[src/rtl/mult8x8_seq_ctrl.sv]
// rtl/mult8x8_seq_ctrl.sv - 8x8 unsigned multiply sequenced over one shared 4x4 carry-save array multiplier
module carry_save_array_multiplier_19BEE0032 (
    input  logic [3:0] a,
    input  logic [3:0] b,
    output logic [7:0] p
);
    logic [7:0] pp0, pp1, pp2, pp3;
    logic [7:0] s1, c1, s2, c2, s3, c3;

    assign pp0 = {4'b0000, a & {4{b[0]}}};
    assign pp1 = {3'b000, a & {4{b[1]}}, 1'b0};
    assign pp2 = {2'b00, a & {4{b[2]}}, 2'b00};
    assign pp3 = {1'b0, a & {4{b[3]}}, 3'b000};

    // Rows are reduced in sum/carry form; a single ripple add resolves the last pair.
    assign s1 = pp0 ^ pp1;
    assign c1 = {pp0[6:0] & pp1[6:0], 1'b0};
    assign s2 = s1 ^ c1 ^ pp2;
    assign c2 = {(s1[6:0] & c1[6:0]) | (s1[6:0] & pp2[6:0]) | (c1[6:0] & pp2[6:0]), 1'b0};
    assign s3 = s2 ^ c2 ^ pp3;
    assign c3 = {(s2[6:0] & c2[6:0]) | (s2[6:0] & pp3[6:0]) | (c2[6:0] & pp3[6:0]), 1'b0};
    assign p  = s3 + c3;
endmodule

module mult8x8_seq_ctrl (
    input  logic        clk,
    input  logic        rst,
    input  logic        in_valid,
    output logic        in_ready,
    input  logic [7:0]  in_a,
    input  logic [7:0]  in_b,
    output logic        out_valid,
    input  logic        out_ready,
    output logic [15:0] out_p
);
    typedef enum logic [1:0] {
        IDLE = 2'd0,
        MUL  = 2'd1,
        DONE = 2'd2
    } state_t;

    state_t      state, state_nxt;
    logic [1:0]  step;
    logic [7:0]  op_a, op_b;
    logic [15:0] acc;
    logic [3:0]  mul_a, mul_b;
    logic [7:0]  mul_p;
    logic [15:0] addend;

    // step[0] picks the high nibble of a, step[1] the high nibble of b.
    assign mul_a = step[0] ? op_a[7:4] : op_a[3:0];
    assign mul_b = step[1] ? op_b[7:4] : op_b[3:0];

    carry_save_array_multiplier_19BEE0032 u_mul (
        .a (mul_a),
        .b (mul_b),
        .p (mul_p)
    );

    always_comb begin
        addend = 16'h0000;
        case (step)
            2'd0:    addend = {8'h00, mul_p};
            2'd1:    addend = {4'h0, mul_p, 4'h0};
            2'd2:    addend = {4'h0, mul_p, 4'h0};
            default: addend = {mul_p, 8'h00};
        endcase
    end

    always_ff @(posedge clk) begin
        if (rst) begin
            state <= IDLE;
            step  <= 2'd0;
            acc   <= 16'h0000;
            op_a  <= 8'h00;
            op_b  <= 8'h00;
        end else begin
            state <= state_nxt;
            case (state)
                IDLE: begin
                    if (in_valid) begin
                        op_a <= in_a;
                        op_b <= in_b;
                        acc  <= 16'h0000;
                        step <= 2'd0;
                    end
                end
                MUL: begin
                    acc  <= acc + addend;
                    step <= step + 2'd1;
                end
                default: ;
            endcase
        end
    end

    always_comb begin
        state_nxt = state;
        case (state)
            IDLE:    if (in_valid) state_nxt = MUL;
            MUL:     if (step == 2'd3) state_nxt = DONE;
            DONE:    if (out_ready) state_nxt = IDLE;
            default: state_nxt = IDLE;
        endcase
    end

    assign in_ready  = (state == IDLE) && !rst;
    assign out_valid = (state == DONE);
    assign out_p     = out_valid ? acc : 16'h0000;
endmodule

[config.mk]
export PLATFORM = sky130hd
export DESIGN_NAME = mult8x8_seq_ctrl
export DESIGN_NICKNAME = d
export VERILOG_FILES = /design/src/rtl/mult8x8_seq_ctrl.sv
export SDC_FILE = /design/constraint.sdc
export NUM_CORES = 1
export LEC_CHECK = 0
export CAP_MARGIN = 5
export CORE_AREA = 8 8 87 89
export CTS_CLUSTER_SIZE = 25
export DETAILED_ROUTE_END_ITERATION = 12
export DIE_AREA = 0 0 95 97
export PLACE_DENSITY = 0.66
export SYNTH_ARGS = -nofsm -noshare
export SYNTH_HDL_FRONTEND = slang
export SYNTH_SLANG_ARGS = --single-unit
[constraint.sdc]
create_clock -name clk -period 5.85 [get_ports clk]
set_clock_uncertainty 0.15 [all_clocks]
set_input_delay 1.17 -clock clk [delete_from_list [all_inputs] [get_ports clk]]
set_output_delay 1.17 -clock clk [all_outputs]
set_load 0.05 [all_outputs]
# Word-level counts from Yosys, hierarchy flattened
# Index checks and enable logic that the tools add are counted.
# op_classes
add_sub_neg,3
eq_ne,8
muxes,12
bitwise,20
n_reduce_logical,9
# ops
cell,n
case mux 16 bit (2 select lines),2
2-to-1 mux 16 bit,2
bitwise AND 7 bit,4
OR 7 bit,4
adder 16 bit,1
bitwise AND 4 bit,4
XOR 8 bit,2
bitwise AND 7 x 6 -> 7 bit,2
adder 8 bit,1
2-to-1 mux 2 bit,4
2-to-1 mux 4 bit,2
XOR 8 x 6 -> 8 bit,1
XOR 8 x 7 -> 8 bit,1
"equality test 2 bit, second input constant",3
case mux 2 bit (3 select lines),1
bitwise AND 4 x 5 -> 5 bit,1
XOR 4 x 5 -> 5 bit,1
"equality test 2 x 1 -> 1 bit, second input constant",2
logical NOT 2 bit,2
"inequality test 2 bit, second input constant",2
case mux 2 bit (2 select lines),1
AND reduction 2 bit,2
AND reduction 3 bit,1
"adder 2 x 1 -> 2 bit, second input constant",1
5 further kinds,5
# totals
register_bits,36

# Logic depth before layout (Yosys ltp)
# Gate-level depths: netlist (run 1).
# depth
word_depth,13
mapped_depth,21

# Cells and area by module
# A second synthesis (run 1) with hierarchy kept.
# unflattened
cells_unflattened,354
area_unflattened_um2,2738.9
# by_module_without_submodules
module,n_inst,cells_per_inst,area_each_um2,seq_area_each_um2
mult8x8_seq_ctrl,1,306,2362.3,720.7
carry_save_array_multiplier_19BEE0032,1,48,376.6,0.0

# Least setup slack after synthesis (run 1)
# Ideal clock, no wire load.
# synth_path
path_kind,register -> register
start,reg step[1]
end,reg acc[15]
setup_time_ps,115
arrival_time_ps,4576
t_required_ps,5585
slack_ps,1009
path_stages_with_launch,22
period_less_slack_ps,4841
cell_sequence,dfxtp_1 > clkbuf_1 > mux2i_1 > nor2_1 > ha_1 > inv_1 > fa_1 > inv_1 > fa_1 > ha_1 > fa_1 > xor2_1 > a22oi_1 > nor2_1 > ha_1 > nand2_1 > nor4_2 > nor2_1 > o31ai_2 > xor2_1 > nand3b_1 > o21ai_2
# synth_via
elab_chain_len,13
# synth_lines
element,line,source
start: declaration,43,logic [1:0] step;
start signal: assignment,90,step <= step + 2'd1;
2-to-1 mux 4 bit,52,assign mul_b = step[1] ? op_b[7:4] : op_b[3:0];
"bitwise AND 4 bit, on equally long branches","10, 11",
XOR 4 x 5 -> 5 bit / bitwise AND 4 x 5 -> 5 bit (equally long branches),"16, 17",
bitwise AND 7 bit / bitwise AND 7 x 6 -> 7 bit (equally long branches),19,"assign c2 = {(s1[6:0] & c1[6:0]) | (s1[6:0] & pp2[6:0]) | (c1[6:0] & pp2[6:0]), 1'b0};"
OR 7 bit (2 in series),19,
bitwise AND 7 bit,21,"assign c3 = {(s2[6:0] & c2[6:0]) | (s2[6:0] & pp3[6:0]) | (c2[6:0] & pp3[6:0]), 1'b0};"
OR 7 bit (2 in series),21,
adder 8 bit,22,assign p = s3 + c3;
case mux 16 bit (2 select lines) (*),62,case (step)
adder 16 bit (*),89,acc <= acc + addend;
case mux 16 bit (2 select lines) (*),79,case (state)
end signal: assignment,89,
end: declaration,45,logic [15:0] acc;
# Every way passes the cells marked *; elsewhere a longest branch is shown, timed or not.
# A chain may end at the register's enable or synchronous reset.

# Final worst setup path (run 1)
# layout_path
start,reg step[1]
end,reg acc[14]
# Same word-level chain as after synthesis.

==> results.toml, run 1 <==
[outcome]
status = "completed"

[drt]
routed_wl_mm = 6.21
ant_nets = 0
dr_total_vias = 2317
dr.pass1.iters = 5
drtIter0Drc = 83
wl_per_cell_um = 14.0
vias_per_cell = 5.23
drc_errors = 0

[cts]
cts_num_sinks = 36
cts_max_level = 2
cts-root-buf = "clkbuf_8"
holdBufCountCts = 0
post_cts_resized = 0
post_cts_buffers = 0
insertion_delay_ns = 0.30
cts_tree = "yes"
cts_buffer_depth = 2
numCtsBuffers = 5
clkTransAtPathRegs_ns = 0.09

[sta]
tightest_slew_ns = 1.02
finalCritPeriodShare_pct = 91.1
setup_tns_ns = 0
rsz0062_at_grt = "false"
fin_crit_ns = 5.33
setup_viol = 0
finalMaxSlewViolations = 0
max_freq_mhz = 188
relSlewSlack_pct = 31.7
hold_viol = 0
layout_setup_ws_ns = 0.520

[synth]
ys_top_cells_by_area = "dfxtp_1 27%, ha_1 11%, nand2_1 7.0%"
synthFlopType = "dfxtp_1"
synth_compound_area_share_pct = 22.0
synth-async-reset-ratio_pct = 0
syn_nets = 386
synthSimpleGateAreaFrac_pct = 22.3
synth_top_area_share_pct = 26.9
yosysSeqAreaShare_pct = 26.9
syn_area_um2 = 2680
synth_xor_area_share_pct = 3.92
yosysMostFrequentCell = "nand2_1"
synth_top_area_cell = "dfxtp_1"
synth-edff-count = 0
synth_fa_ha_area_share_pct = 17.2
synth.avg_cell_area_um2 = 8.03
synth_cell_types = 45
ys_seq_elements = 36
synth_top_cells_by_count = "50 x nand2_1, 36 x dfxtp_1, 35 x a21oi_1, 34 x nor2_1, 24 x ha_1"
synth_mux_area_share_pct = 3.36
yosys_warnings = 0
synth_cells = 334
synth_top_family_by_area = "simple AND/OR/NAND/NOR gates"

[hold_path]
hold_path.class = "reg2reg"
hold_path_depth = 2

[final_layout]
n_antenna_cell = 0
fin_nets = 417
final_cells = 443
drive_above_1_share_pct = 6.28
finalInstanceArea_um2 = 3210
syn_to_final_growth_pct = 19.7

[global_route]
grt_pass1_wl_mm = 10.8
antenna_found_initial = 0
grt_max_degree = 32
gr-total-overflow = 0
grtUsageTotal_pct = 14.2
grt_pass1_vias = 2320

[setup_path]
cp_cell_sequence = "mux2i_1 > nor2_1 > ha_1 > inv_1 > fa_1 > inv_1 > fa_1 > ha_1 > fa_1 > xor2_1 > nand2_1 > o21ai_0 > ha_1 > nor2b_1 > nor4b_2 > nor2_1 > a221oi_2 > xnor2_1 > a22o_1"
crit_path_end_kind = "flop"
crit_fanout = 8
cpMaxStageDelayCell = "dfxtp_1"
crit_path_end = "acc[14]"
required_ns = 5.90
path_depth = 19
crit_type = "reg2reg"
r2r-end = "acc[14]"
critPathLaunch = "step[1]"
critPathMaxStageDelay_ns = 0.54
r2r_setup_slack_ns = 0.52
crit_buf_inv = 2
critical_path.top_delay_family = "adder cells"
crit_arrival_ns = 5.38
r2r-start = "step[1]"
reg2reg_depth = 19
startpoint_type = "flop"

[floorplanning]
die_h_um = 97
die_area_um2 = 9220
rows = 29
die-width_um = 95
io_pins = 38
start_util_pct = 43.2
core_um2 = 6200

[placement]
dp_worst_setup_slack_ns = 0.538
gp_congestion = 0.872
dp_hpwl_mm = 4.78
dpl-instance-area_um2 = 3100
dp.cells = 435
io_buffers = 37

[power_and_ir_drop]
leakagePower_nw = 1.36
p_switching_mw = 0.151
powerDensity_nw_per_um2 = 175
pwr-share-comb_pct = 13.5
power.share.clock_pct = 40.3
seq_power_share_pct = 46.3
p_sw_share_pct = 26.9
p_int_mw = 0.412
power.total_mw = 0.563
peakVddDrop_mv = 0.101

[run]
maxCapViolCount = 0
## cell families (layout without fill, tap and decap cells)
family / Yosys count / count (layout)
simple gates: 128 / 128
compound gates: 86 / 86
flops: 36 / 36
fa+ha+maj: 32 / 32
buf+inv: 31 / 63
xor+xnor: 12 / 12
mux: 9 / 9
## layout make-up
| class | instances | area [um2] |
|---|---|---|
| Clock buffer | 6 | 72.6 |
| Clock inverter | 2 | 35.0 |
| Fill cell | 598 | 2990 |
| Inverter | 17 | 63.8 |
| Multi-Input combinational cell | 267 | 1850 |
| Sequential cell | 36 | 721 |
| Tap cell | 77 | 96.3 |
| Timing Repair Buffer | 38 | 378 |
## stage by stage
| stage | hold WS, ns | util [%] |
|---|---|---|
| 2_1_floorplan | 0.286 | - |
| 3_3_place_gp | 0.293 | 50.0 |
| 3_5_place_dp | 0.297 | 50.0 |
| 4_1_cts | 0.307 | 51.8 |
| 5_1_grt | 0.329 | 51.8 |
| 6_report | 0.310 | 51.8 |
## placed cells by master, fill, tap and decap left out, drive strengths merged, types with 2 or more instances in the layout
cell type,count
nand2,50
clkdlybuf4s50,37
a21oi,37
dfxtp,36
nor2,35
ha,24
and2,20
inv,17
mux2i,9
a22oi,9
o21ai,9
xnor2,8
fa,8
a21o,7
a22o,6
clkbuf,6
nor2b,5
or2,4
xor2,4
o21bai,4
nand3,4
nand2b,3
nor3,2
a211o,2
o32ai,2
a211oi,2
## worst register-to-register path: cells and delay by family, from the launching register on
family | cells | cell delay, ns
buffers and inverters | 2 | 0.13
xor gates and xnor gates | 2 | 0.30
DFF | 1 | 0.54
AOI/OAI and AO/OA | 3 | 0.72
adders and majority gates | 6 | 2.05
and+or+nand+nor | 5 | 0.81
muxes | 1 | 0.53
## flip-flops by register name, summed over array words and instances, names as in the netlist
signal and count:
op_a 8, state 2, acc 16, op_b 8
step 2
## routing by layer
metal	global-route usage (%)	vias to the layer above	wire length, um
met5	0	-	0
met4	5.05	0	103
met3	3.71	13	278
met2	22.1	50	2900
met1	18.3	1049	2920
li1	-	1205	-
## power groups by stage
| stage | logic, mW | registers [mW] | clock network [mW] |
|---|---|---|---|
| floorplan | 0.0513 | 0.263 | 0 |
| global placement | 0.0748 | 0.266 | 0 |
| detailed placement | 0.0759 | 0.266 | 0 |
| CTS | 0.0762 | 0.260 | 0.231 |
| global route | 0.0853 | 0.262 | 0.241 |
| finish | 0.0757 | 0.260 | 0.227 |
## how the worst min path moves through the flow
| stage | startpoint | to | slack (ns) |
|---|---|---|---|
| after global placement | op_b[7] | op_b[7] | 0.29 |
| after detailed placement | op_b[0] | op_b[0] | 0.30 |
| final | op_a[7] | op_a[7] | 0.31 |
| after global routing | op_b[5] | op_b[5] | 0.33 |
| after CTS | op_b[0] | op_b[0] | 0.31 |
| after floorplan | op_a[0] | op_a[0] | 0.29 |
No activity file was read; power rests on OpenSTA's default activity.
==> run 2, diff against run 1 <==
Settings changed: DONT_BUFFER_PORTS set to 1, PLACE_DENSITY 0.66 to not set, SKIP_CTS_REPAIR_TIMING set to 1.
==> run 2 against run 1 <==
- non-clock buffer count is 37 lower
- sequential power hardly changed
- clock power is 2% lower
- routed wire length is 3.9% lower
- count of clock-buffer cells in the layout stayed put
- critical path type unchanged
- critical path depth stayed put
- total power is 3.8% lower
- core utilization is 5.9 points lower
- sequential share of layout area is 2.9 points higher
- global-route usage is 1.1 points lower
==> results.toml, run 2 (same netlist as run 1, synthesis figures left out) <==
[sta]
rsz0062_at_grt = "false"
whs_ns = 0.299
setup_viol = 0
tightest_slew_ns = 1.08
setup_tns_ns = 0
fin_crit_ns = 5.32
finalCritPeriodShare_pct = 90.9
finalMaxSlewViolations = 0
max_freq_mhz = 188
layout_setup_ws_ns = 0.534
relSlewSlack_pct = 27.8
hold_viol = 0

[hold_path]
hold_path_depth = 2
whs_endpoint = "op_b[5]"
min_from = "op_b[5]"
hold_path.class = "reg2reg"

[final_layout]
fin_nets = 380
finalInstanceArea_um2 = 2840
drive_above_1_share_pct = 7.29
largest_register = "acc"
largest_reg_flops = 16
final_cells = 406
final_common_cell = "nand2_1"
largest_registers = "acc x16, op_a x8, op_b x8"
final_cell_mix = "50 x nand2_1, 36 x dfxtp_1, 35 x a21oi_1, 34 x nor2_1, 24 x ha_1"
syn_to_final_growth_pct = 6.02
final_core_util_pct = 45.8
n_antenna_cell = 0

[outcome]
status = "completed"

[cts]
cts_tree = "yes"
insertion_delay_ns = 0.29
cts_num_sinks = 36
clkTransAtPathRegs_ns = 0.08
cts_buffer_depth = 2
cts-root-buf = "clkbuf_8"
numCtsBuffers = 5
cts_max_level = 2

[floorplanning]
io_pins = 38
start_util_pct = 43.2
rows = 29
die-width_um = 95
die_area_um2 = 9220
die_h_um = 97
core_um2 = 6200

[drt]
ant_nets = 0
routed_wl_mm = 5.96
dr.pass1.iters = 4
vias_per_cell = 5.30
dr_total_vias = 2150
wl_per_cell_um = 14.7
drc_errors = 0
drtIter0Drc = 61

[placement]
io_buffers = 0
dpl-instance-area_um2 = 2740
dp_hpwl_mm = 4.65
dp.cells = 398
dp_worst_setup_slack_ns = 0.531
gp_congestion = 0.869

[setup_path]
crit_arrival_ns = 5.36
startpoint_type = "flop"
r2r-end = "acc[14]"
reg2reg_depth = 19
crit_path_end_kind = "flop"
crit_type = "reg2reg"
crit_fanout = 8
required_ns = 5.89
r2r_setup_slack_ns = 0.53
r2r-start = "step[1]"

[global_route]
grt_pass1_vias = 2172
grtUsageTotal_pct = 13.1
grt_pass1_wl_mm = 9.88
antenna_found_initial = 0
grt_max_degree = 32
gr-total-overflow = 0

[run]
maxCapViolCount = 0

[power_and_ir_drop]
power.total_mw = 0.542
powerDensity_nw_per_um2 = 190
leakagePower_nw = 1.23
peakVddDrop_mv = 0.142
-- run 2: cell types whose count changed in the layout (fill, tap and decap cells not counted) --
cell             before  now
nor2b_2               0    1
nor2b_1               5    4
clkdlybuf4s50_1      37    0
-- run 2: layout make-up --
type / instances / area [um2]
clock inverter: 2 / 35.0
tap: 77 / 96.3
multi-input combinational: 267 / 1850
timing repair buffer: 1 / 7.51
sequential: 36 / 721
fill: 629 / 3360
clock buffer: 6 / 72.6
inverter: 17 / 63.8
-- run 2: worst max-delay path by stage --
stage	from	to	slack, ns	depth (start not counted)
2_1_floorplan	step[1]	acc[15]	1.01	21
3_3_place_gp	step[1]	acc[14]	0.58	19
3_5_place_dp	step[1]	acc[14]	0.53	19
4_1_cts	step[1]	acc[14]	0.53	19
5_1_grt	step[1]	acc[15]	0.22	19
6_report	step[1]	acc[14]	0.53	19
-- run 2: layer usage --
metal	GRT usage (%)	up-vias	routed length, um
met1	16.8	975	2970
met4	4.57	0	75
li1	-	1131	-
met2	20.3	37	2650
met5	0	-	0
met3	3.55	7	276
-- run 2: critical path, stage by stage (launching register included) --
cell      delay (ns)
dfxtp_1         0.54
mux2i_1         0.51
nor2_1          0.09
ha_1            0.30
inv_1           0.05
fa_1            0.41
inv_1           0.08
fa_1            0.42
ha_1            0.22
fa_1            0.53
nand2_1         0.06
o21ai_0         0.25
ha_1            0.35
a21oi_1         0.17
nor2b_1         0.08
nor4b_2         0.29
nor2_1          0.14
a221oi_2        0.29
xnor2_1         0.09
a22o_1          0.20
-- run 2: power by group --
group	internal, mW	switching, mW
combinational	0.0198	0.0384
sequential	0.254	0.00670
clock	0.127	0.0965
total	0.400	0.142
==> run 3, diff against run 2 <==
Settings changed: CAP_MARGIN 5 to 20, CORE_AREA 8 8 87 89 to 8 8 97 99, DIE_AREA 0 0 95 97 to 0 0 105 107.
==> run 3 against run 2 <==
- critical path depth up 1
- cell count up 6.9%
- global-route usage shrank 2.0 points
- design area grew 1.7%
- critical endpoint is now acc[15]
- combinational power about the same
==> results.toml, run 3 (same netlist as run 1, synthesis figures left out) <==
[outcome]
status = "completed"

[cts]
cts-root-buf = "clkbuf_8"
cts_num_sinks = 36
insertion_delay_ns = 0.29
cts_tree = "yes"
cts_buffer_depth = 2
cts_max_level = 2
numCtsBuffers = 5
clkTransAtPathRegs_ns = 0.08

[setup_path]
r2r-start = "step[1]"
r2r_setup_slack_ns = 0.51
startpoint_type = "flop"
reg2reg_depth = 20
required_ns = 5.89
crit_path_end = "acc[15]"
r2r-end = "acc[15]"
critPathLaunch = "step[1]"
crit_path_end_kind = "flop"
crit_type = "reg2reg"
crit_fanout = 8
crit_arrival_ns = 5.38

[final_layout]
largest_registers = "acc x16, op_a x8, op_b x8"
fin_nets = 380
final_cells = 434
fill_cells = 843
drive_above_1_share_pct = 7.60
largest_reg_flops = 16
syn_to_final_growth_pct = 7.79
multi_input_area_um2 = 1850
largest_register = "acc"
final_cell_mix = "50 x nand2_1, 36 x dfxtp_1, 35 x a21oi_1, 34 x nor2_1, 24 x ha_1"
n_antenna_cell = 0
final_common_cell = "nand2_1"
seq_area_um2 = 721

[power_and_ir_drop]
leakagePower_nw = 1.23
powerDensity_nw_per_um2 = 187
peakVddDrop_mv = 0.147
power.total_mw = 0.540

[placement]
dp_hpwl_mm = 4.80
dp.cells = 425
io_buffers = 0
gp_congestion = 0.871

[drt]
dr_total_vias = 2207
drc_errors = 0
routed_wl_mm = 6.10
ant_nets = 0
wl_per_cell_um = 14.1
dr.pass1.iters = 4
drtIter0Drc = 97
vias_per_cell = 5.09

[sta]
setup_tns_ns = 0
relSlewSlack_pct = 42.7
max_freq_mhz = 187
finalMaxSlewViolations = 0
whs_ns = 0.299
fin_crit_ns = 5.34
finalCritPeriodShare_pct = 91.2
tightest_slew_ns = 0.854
setup_viol = 0
hold_viol = 0
rsz0062_at_grt = "false"

[floorplanning]
die_h_um = 107
core_um2 = 7930
die_area_um2 = 11200
io_pins = 38
start_util_pct = 33.8
rows = 33
die-width_um = 105

[global_route]
antenna_found_initial = 0
grt_max_degree = 32
grt_pass1_vias = 2219
grt_pass1_wl_mm = 10.4
grtUsageTotal_pct = 11.1
gr-total-overflow = 0

[run]
maxCapViolCount = 0

[hold_path]
hold_path.class = "reg2reg"
[run 3: changes by cell type in the layout (fill, tap and decap cells not counted)]
cell,change
buf_4,-1
buf_8,+1
nor3_1,-1
nor3_2,+1
[run 3: power by group]
group          switching (mW)  internal (mW)  total [mW]
Clock                  0.0944          0.127       0.221
Combinational          0.0389         0.0194      0.0582
Sequential            0.00684          0.254       0.260
Total                   0.140          0.399       0.540
[run 3: cell type report]
cell class | instances | area share (%)
Clock buffer | 6 | 2.51
Clock inverter | 2 | 1.21
Inverter | 17 | 2.21
Multi-Input combinational cell | 267 | 64.1
Sequential cell | 36 | 24.9
Tap cell | 105 | 4.54
Timing Repair Buffer | 1 | 0.519
[run 3: through the flow]
stage | area (um2) | setup slack (ns) | utilization [%]
global route | 2890 | 0.189 | 36.5
CTS | 2880 | 0.503 | 36.3
global placement | 2770 | 0.587 | 34.9
detailed placement | 2770 | 0.528 | 34.9
floorplan | 2680 | 1.01 | -
finish | 2890 | 0.515 | 36.5
[run 3: worst min-delay path by stage]
stage                  from      end  slack (ns)  cells past startpoint
CTS                 op_b[7]  op_b[7]        0.30                      2
global route        op_b[3]  op_b[3]        0.33                      2
finish              op_a[6]  op_a[6]        0.30                      2
floorplan           op_a[0]  op_a[0]        0.29                      2
global placement    op_b[4]  op_b[4]        0.29                      2
detailed placement  op_a[4]  op_a[4]        0.29                      2
[run 3: routing by layer]
metal	routed length (um)	global-route usage, %	vias up
met3	391	3.90	6
met2	2720	18.7	42
met5	0	0	-
met1	2930	13.2	1028
li1	-	-	1131
met4	67	3.16	0
[run 3: critical path, cell delays in order, from the launching register on]
cell and delay (ns):
dfxtp_1 0.54, mux2i_1 0.49, nor2_1 0.08, ha_1 0.29, inv_1 0.05, fa_1 0.41, inv_1 0.08, fa_1 0.42
ha_1 0.22, fa_1 0.39, xor2_1 0.18, a22oi_1 0.15, nor2_1 0.06, ha_1 0.36, nand2_1 0.14, nor4_2 0.30
nor2_1 0.15, o31ai_2 0.27, xor2_1 0.28, nand3b_1 0.16, o21ai_2 0.05
